`src/rtl/addsub_pkg.sv`:
```
`default_nettype none
// ============================================================================
//  Module      : addsub_pkg
//  Description : Shared constants for the nibble-serial add/subtract sequencer.
//  Revision    : 1.0  initial release
// ============================================================================
package addsub_pkg;

    localparam int NIB_W = 4;

    localparam logic [1:0] ST_IDLE = 2'd0;
    localparam logic [1:0] ST_RUN  = 2'd1;
    localparam logic [1:0] ST_DONE = 2'd2;

    localparam logic MODE_ADD = 1'b0;
    localparam logic MODE_SUB = 1'b1;

    // Counter width for a nibble index; never narrower than one bit.
    function automatic int idx_width(input int nibbles);
        return (nibbles > 1) ? $clog2(nibbles) : 1;
    endfunction

endpackage
`default_nettype wire

```
`src/rtl/nibble_addsub.sv`:
```
`default_nettype none
// ============================================================================
//  Module      : nibble_addsub
//  Description : Combinational 4-bit ripple slice of full-adder cells; exposes
//                the carry into its MSB for signed-overflow detection.
//  Revision    : 1.0  initial release
// ============================================================================
module nibble_addsub
    import addsub_pkg::*;
(
    input  logic [NIB_W-1:0] a,
    input  logic [NIB_W-1:0] b_x,
    input  logic             cin,
    output logic [NIB_W-1:0] s,
    output logic             cout,
    output logic             c_msb
);

    logic [NIB_W:0] w_c;

    assign w_c[0] = cin;

    generate
        for (genvar i = 0; i < NIB_W; i++) begin : g_fa
            assign s[i]     = a[i] ^ b_x[i] ^ w_c[i];
            assign w_c[i+1] = (a[i] & b_x[i]) | (w_c[i] & (a[i] ^ b_x[i]));
        end
    endgenerate

    assign cout  = w_c[NIB_W];
    assign c_msb = w_c[NIB_W-1];

endmodule
`default_nettype wire

```
`src/rtl/addsub_seq_ctrl.sv`:
```
`default_nettype none
// ============================================================================
//  Module      : addsub_seq_ctrl
//  Description : Multi-precision add/subtract sequencer driving one shared
//                4-bit slice, LSB nibble first, with chained carry.
//  Revision    : 1.0  initial release
// ============================================================================
module addsub_seq_ctrl
    import addsub_pkg::*;
#(
    parameter int WIDTH = 16
) (
    input  logic             clk,
    input  logic             rst,
    input  logic             start,
    input  logic             m,
    input  logic [WIDTH-1:0] a,
    input  logic [WIDTH-1:0] b,
    output logic             busy,
    output logic             done,
    output logic [WIDTH-1:0] result,
    output logic             cout,
    output logic             overflow
);

    localparam int NIBBLES = WIDTH / NIB_W;
    localparam int IDX_W   = idx_width(NIBBLES);
    localparam logic [IDX_W-1:0] c_last_idx = IDX_W'(NIBBLES - 1);

    generate
        if ((WIDTH % NIB_W) != 0 || WIDTH < NIB_W) begin : g_bad_width
            $error("addsub_seq_ctrl: WIDTH must be a multiple of 4 and >= 4");
        end
    endgenerate

    logic [1:0]       state_q,   state_d;
    logic [WIDTH-1:0] a_q,       a_d;
    logic [WIDTH-1:0] b_q,       b_d;
    logic             m_q,       m_d;
    logic             carry_q,   carry_d;
    logic [IDX_W-1:0] nib_idx_q, nib_idx_d;
    logic [WIDTH-1:0] result_q,  result_d;
    logic             cout_q,    cout_d;
    logic             ovf_q,     ovf_d;

    logic [IDX_W+1:0] w_base;
    logic [NIB_W-1:0] w_a_nib;
    logic [NIB_W-1:0] w_b_x;
    logic [NIB_W-1:0] w_sum;
    logic             w_cout;
    logic             w_c_msb;

    // Bit offset of the active nibble is simply nib_idx * 4.
    assign w_base  = {nib_idx_q, 2'b00};
    assign w_a_nib = a_q[w_base +: NIB_W];
    assign w_b_x   = b_q[w_base +: NIB_W] ^ {NIB_W{m_q}};

    nibble_addsub u_slice (
        .a     (w_a_nib),
        .b_x   (w_b_x),
        .cin   (carry_q),
        .s     (w_sum),
        .cout  (w_cout),
        .c_msb (w_c_msb)
    );

    always_comb begin
        state_d   = state_q;
        a_d       = a_q;
        b_d       = b_q;
        m_d       = m_q;
        carry_d   = carry_q;
        nib_idx_d = nib_idx_q;
        result_d  = result_q;
        cout_d    = cout_q;
        ovf_d     = ovf_q;
        case (state_q)
            ST_IDLE: begin
                if (start) begin
                    a_d       = a;
                    b_d       = b;
                    m_d       = m;
                    carry_d   = m;
                    nib_idx_d = '0;
                    result_d  = '0;
                    cout_d    = 1'b0;
                    ovf_d     = 1'b0;
                    state_d   = ST_RUN;
                end
            end
            ST_RUN: begin
                result_d[w_base +: NIB_W] = w_sum;
                carry_d   = w_cout;
                nib_idx_d = nib_idx_q + 1'b1;
                if (nib_idx_q == c_last_idx) begin
                    cout_d  = w_cout;
                    ovf_d   = w_c_msb ^ w_cout;
                    state_d = ST_DONE;
                end
            end
            ST_DONE: state_d = ST_IDLE;
            default: state_d = ST_IDLE;
        endcase
    end

    always_ff @(posedge clk) begin
        if (rst) begin
            state_q   <= ST_IDLE;
            a_q       <= '0;
            b_q       <= '0;
            m_q       <= 1'b0;
            carry_q   <= 1'b0;
            nib_idx_q <= '0;
            result_q  <= '0;
            cout_q    <= 1'b0;
            ovf_q     <= 1'b0;
        end else begin
            state_q   <= state_d;
            a_q       <= a_d;
            b_q       <= b_d;
            m_q       <= m_d;
            carry_q   <= carry_d;
            nib_idx_q <= nib_idx_d;
            result_q  <= result_d;
            cout_q    <= cout_d;
            ovf_q     <= ovf_d;
        end
    end

    assign busy     = (state_q != ST_IDLE);
    assign done     = (state_q == ST_DONE);
    assign result   = result_q;
    assign cout     = cout_q;
    assign overflow = ovf_q;

endmodule
`default_nettype wire

```
`config.mk`:
```
export PLATFORM = sky130hd
export DESIGN_NAME = addsub_seq_ctrl
export DESIGN_NICKNAME = d
export VERILOG_FILES = /design/src/rtl/addsub_pkg.sv /design/src/rtl/nibble_addsub.sv /design/src/rtl/addsub_seq_ctrl.sv
export SDC_FILE = /design/constraint.sdc
export NUM_CORES = 1
export LEC_CHECK = 0
export CORE_MARGIN = 2
export CORE_UTILIZATION = 54
export DETAILED_ROUTE_END_ITERATION = 10
export PLACE_DENSITY = 0.85
export SLEW_MARGIN = 20
export SYNTH_ARGS = -nofsm -noshare
export SYNTH_HDL_FRONTEND = slang
export SYNTH_HIERARCHICAL = 1
export SYNTH_SLANG_ARGS = --single-unit
export TNS_END_PERCENT = 10
```
`constraint.sdc`:
```
create_clock -name clk -period 8.7 [get_ports clk]
set_clock_uncertainty 0.05 [all_clocks]
set_input_delay 2.61 -clock clk [delete_from_list [all_inputs] [get_ports clk]]
set_output_delay 2.61 -clock clk [all_outputs]
set_load 0.005 [all_outputs]
```
=== After elaboration in Yosys (flattened, before gate mapping) ===
Cells that the tools add are included.

* $add $sub $neg: 2
* Multiply operators: 0
* Div/mod/pow operators: 0
* $lt $le $gt $ge: 0
* Eq/ne operators: 5
* Shift-type cells: 4
* Multiplexer cells: 15
* Bitwise gates (word level): 22
* Reduce and logical (&&, ||, !) cells: 7

{| class="wikitable"
|+ Operators with widths
! cell !! count
|-
| one-hot mux 16 bit (2 select lines) || 1
|-
| variable part select 16 x 5 -> 4 bit || 2
|-
| bitwise mux 16 bit || 1
|-
| two-way mux 16 bit || 1
|-
| variable shift 4 x 6 -> 16 bit, first input constant || 1
|-
| variable part select 4 x 6 -> 16 bit || 1
|-
| bitwise XOR 1 bit || 9
|-
| bitwise AND 1 bit || 8
|-
| one-hot mux 2 bit (2 select lines) || 2
|-
| two-way mux 2 bit || 3
|-
| negation 4 -> 6 bit || 1
|-
| one-hot mux 1 bit (2 select lines) || 3
|-
| AND reduction 2 bit || 3
|-
| == test 2 bit, second input constant || 2
|-
| two-way mux 1 bit || 4
|-
| != test 2 bit, second input constant || 2
|-
| bitwise OR 1 bit || 4
|-
| nonzero test 2 bit || 2
|-
| bitwise XOR 4 bit || 1
|-
| AND reduction 3 bit || 1
|-
| adder 2 x 1 -> 2 bit, second input constant || 1
|-
| == test 2 x 1 -> 1 bit, second input constant || 1
|-
| logical NOT 2 bit || 1
|}

* Register bits: 56
* Bits in latches: 0
* Bits in writable memories: 0
* Memory bits (read-only): 0
* Bits of input ports: 36
* Output and inout bits: 20
* Logic and storage cells: 64
* Memories: 0

=== Depth between registers and ports, before layout ===
* Word-level depth: 14
* Depth in mapped cells: 12
* Depth with buffers taken out: 11

=== Modules after synthesis ===
Netlist, hierarchy kept.

{| class="wikitable"
|+ Modules (own cells, without submodules)
! module !! instances !! cells an instance !! area an instance (µm²) !! seq. area each (µm²)
|-
| addsub_seq_ctrl || 1 || 260 || 2428.6 || 1121.1
|-
| nibble_addsub || 1 || 12 || 110.1 || 0.0
|}

=== Worst setup path after synthesis ===
Ideal clock, no wire load.

* Kind: input to register
* From: input port start
* To: register m_q
* Setup time: 0.131 ns
* Arrival: 3.502 ns
* Data required time: 8.519 ns
* Setup slack: 5.018 ns
* Stages: 6
* Buffers on the path: 3
* Cell sequence: clkbuf_2 or3b_1 buf_2 buf_6 nand2_1 a21oi_2

* Cells in the longest elaborated chain, start to end: 1

{| class="wikitable"
|+ Ends and longest elaborated chain
! item !! RTL line !! text
|-
| start, declared || addsub_seq_ctrl.sv:15 || <nowiki>input logic start,</nowiki>
|-
| AND reduction 2 bit (no source line) || - ||
|-
| end signal, assigned || addsub_seq_ctrl.sv:121 || <nowiki>m_q <= m_d;</nowiki>
|-
| end, declared || addsub_seq_ctrl.sv:39 || <nowiki>logic m_q, m_d;</nowiki>
|}

Every way passes these cells.
A chain may end at the register's enable or synchronous reset.

=== Final worst setup path ===
* From: register state_q[1]
* To: output port done

* Cells in the longest elaborated chain, start to end: 1

{| class="wikitable"
|+ Ends and longest elaborated chain
! item !! RTL line !! text
|-
| start, declared || addsub_seq_ctrl.sv:36 || <nowiki>logic [1:0] state_q, state_d;</nowiki>
|-
| start signal, assigned || addsub_seq_ctrl.sv:118 || <nowiki>state_q <= state_d;</nowiki>
|-
| == test 2 bit || addsub_seq_ctrl.sv:131 || <nowiki>assign done = (state_q == ST_DONE);</nowiki>
|-
| end, declared || addsub_seq_ctrl.sv:20 || <nowiki>output logic done,</nowiki>
|}

Every way passes these cells.

==> impl_metrics.py <==
metrics = {
    "die": {
        "num_rows": 24,
        "dieHeight_um": 72.6,
        "pin_count": 56,
        "die-area_um2": 5270,
        "core_um2": 4440,
        "initial_utilization_pct": 57.1,
        "chipWidth_um": 72.6,
    },
    "clock_network": {
        "cts_buffers": 5,
        "cts_resized": 0,
        "clockRootBuffer": "clkbuf_8",
        "cts_sinks": 56,
        "htree_levels": 2,
        "ctsHoldBuffers": 0,
        "ctsLongestPathBuffers": 2,
        "clk_latency_ns": 0.30,
        "postCtsSetupBuffers": 0,
        "clkSlewWorstSetupHoldPaths_ns": 0.10,
        "cts_tree": "done",
    },
    "logic_synthesis": {
        "synthCells": 272,
        "synth_edf_count": 0,
        "synth.most_common_cell": "nand2_1",
        "yosysTopAreaCell": "dfxtp_1",
        "synth_area_um2": 2540,
        "ys_warn_count": 6,
        "synth_top_family_by_area": "simple AND/OR/NAND/NOR gates",
        "ys.flop_type": "dfxtp_1",
        "seq_area_frac_synth_pct": 44.2,
        "synth_compound_area_share_pct": 15.7,
        "yosysUniqueCellTypes": 35,
        "muxShareOfSynthArea_pct": 8.82,
        "synth.avg_cell_area_um2": 9.33,
        "synthSimpleGateAreaFrac_pct": 16.6,
        "syn_nets": 317,
        "synth_xor_area_share_pct": 1.72,
        "synth-adder-area-share_pct": 5.62,
        "synth_area_leaders": "dfxtp_1 (44%), nand2_1 (9.9%), a21oi_1 (8.7%)",
        "netlist.area_leader.share_pct": 44.2,
        "synthArstFlopShare_pct": 0,
        "ys_top_cells_by_count": "nand2_1 (67), dfxtp_1 (56), a21oi_1 (44), a22o_1 (12), inv_1 (12)",
        "synth_seq_cells": 56,
    },
    "drt": {
        "wl_mm": 5.20,
        "drtAntennaViolNets": 0,
        "dr.pass1.iters": 4,
        "routed_via_density": 5.47,
        "wl_per_cell_um": 14.1,
        "drt-initial-drc-count": 108,
        "drc_errors": 0,
        "via_count": 2025,
    },
    "sta": {
        "relSlewSlack_pct": 57.6,
        "finalSetupViolCount": 0,
        "layout_min_cycle_time_ns": 4.55,
        "finalHoldViolations": 0,
        "fmax_mhz": 220,
        "tightestPinTransition_ns": 0.636,
        "rsz0062_at_grt": "no",
        "final_max_slew_viol_count": 0,
        "fin_crit_sh_pct": 52.3,
        "setup_tns_ns": 0,
        "holdWs_ns": 0.410,
    },
    "critical_path": {
        "end_kind": "primary output",
        "r2r_cells": 10,
        "r2r_end": "result[7]$_SDFFE_PP0P_",
        "regToRegStartpoint": "nib_idx_q[0]$_SDFFE_PP0P_",
        "critical_path_arrival_ns": 1.89,
        "crit_type": "reg2out",
        "ff2ff_setup_slack_ns": 5.37,
        "path_max_fanout": 16,
        "startpoint_type": "flop",
        "cp.required_ns": 6.04,
    },
    "cells_and_area": {
        "postLayoutCellArea_um2": 3170,
        "layout-drive-gt1-share_pct": 8.81,
        "antenna_cells": 0,
        "utilization_pct": 71.3,
        "areaGrowthSynthToFinish_pct": 24.9,
        "final_nets": 363,
    },
    "job": {
        "drv_cap": 0,
    },
    "global_route": {
        "grt_pass1_vias": 1940,
        "grt_usage_pct": 20.9,
        "grt_max_degree": 50,
        "grt_pass1_wl_mm": 8.58,
        "antenna_found_initial": 0,
        "overflow": 0,
    },
    "hold_path": {
        "min_to": "a_q[14]$_SDFFE_PP0P_",
        "hp-class": "reg2reg",
        "min_path_cells": 2,
        "hp-start": "a_q[14]$_SDFFE_PP0P_",
    },
    "placement": {
        "port_buffers": 55,
        "place_area_um2": 3030,
        "routabilityCongestion": 0.837,
        "dpl.hpwl_mm": 3.76,
    },
    "power": {
        "leakagePower_nw": 1.20,
        "powerDensity_nw_per_um2": 174,
        "peakVddDrop_uv": 94.0,
    },
    "run_status": {
        "outcome": "finished clean",
    },
}
[registers in the layout (all words and copies together), names as in the netlist]
signal / flops
result: 16
cout: 1
overflow: 1
m_q: 1
state_q: 2
b_q: 16
a_q: 16
nib_idx_q: 2
carry_q: 1
[area by class of cell]
type | instances | area [um^2]
fillers | 361 | 1270
multi-input cells | 185 | 1230
flip-flops and latches | 56 | 1120
repair buffers | 58 | 581
clock buffers | 5 | 68.8
well taps | 52 | 65.1
clock inverters | 2 | 60.1
inverters | 12 | 45.0
[stage by stage]
step / instances / power (mW) / setup slack [ns]
floorplan: 272 / 0.338 / 5.02
global placement: 362 / 0.363 / 4.04
detailed placement: 362 / 0.366 / 3.98
CTS: 369 / 0.554 / 4.16
global route: 370 / 0.574 / 4.06
finish: 370 / 0.552 / 4.15
[cells by family after synthesis]
logic type / after synthesis
simple gates: 92
compound gates: 67
flops: 56
buf+inv: 31
mux: 12
fa+ha+maj: 9
xor+xnor: 5
[worst max-delay path, cell delays in order (launching register included)]
cell and delay [ns]:
dfxtp_1 0.70, inv_1 0.24, nor2_1 0.13, clkdlybuf4s50_1 0.51
[cells in the final DEF, fill, tap and decap left out, drive strengths merged]
master | netlist | final
nand2 | 67 | 67
dfxtp | 56 | 56
clkdlybuf4s50 | 0 | 55
a21oi | 45 | 45
inv | 12 | 12
a22o | 12 | 12
mux4 | 8 | 8
o21ai | 6 | 6
xor2 | 5 | 5
nor2 | 5 | 5
nand3 | 5 | 5
ha | 5 | 5
clkbuf | 6 | 5
fa | 4 | 4
nor3b | 4 | 4
mux2 | 3 | 3
buf | 13 | 3
and3 | 2 | 2
nand4 | 2 | 2
a211oi | 2 | 2
bufinv | 0 | 2
or2 | 1 | 1
nand2b | 1 | 1
nand4b | 1 | 1
nor3 | 1 | 1
or3b | 1 | 1
and2 | 1 | 1
o221a | 1 | 1
o21bai | 1 | 1
and3b | 1 | 1
mux2i | 1 | 1
[power by group]
part | internal [mW] | total, mW | switching, mW
sequential | 0.267 | 0.276 | 0.00842
combinational | 0.0420 | 0.0848 | 0.0428
clock | 0.113 | 0.191 | 0.0776
total | 0.423 | 0.552 | 0.129
[worst max-delay path by stage]
stage,from,to,slack [ns],depth (start not counted)
after floorplan,start,m_q$_SDFFE_PP0P_,5.02,6
after global placement,start,a_q[11]$_SDFFE_PP0P_,4.04,4
after detailed placement,start,b_q[5]$_SDFFE_PP0P_,3.98,4
after CTS,state_q[1]$_SDFFE_PP0P_,done,4.16,3
after global routing,state_q[1]$_SDFFE_PP0P_,done,4.06,3
final,state_q[1]$_SDFFE_PP0P_,done,4.15,3
[per-layer routing]
| layer | wire, um | track usage, % |
|---|---|---|
| met5 | 0 | 0 |
| met4 | 88 | 6.58 |
| met3 | 198 | 4.58 |
| met2 | 2700 | 37.2 |
| met1 | 2220 | 25.0 |
(Power assumes the default switching activity.)
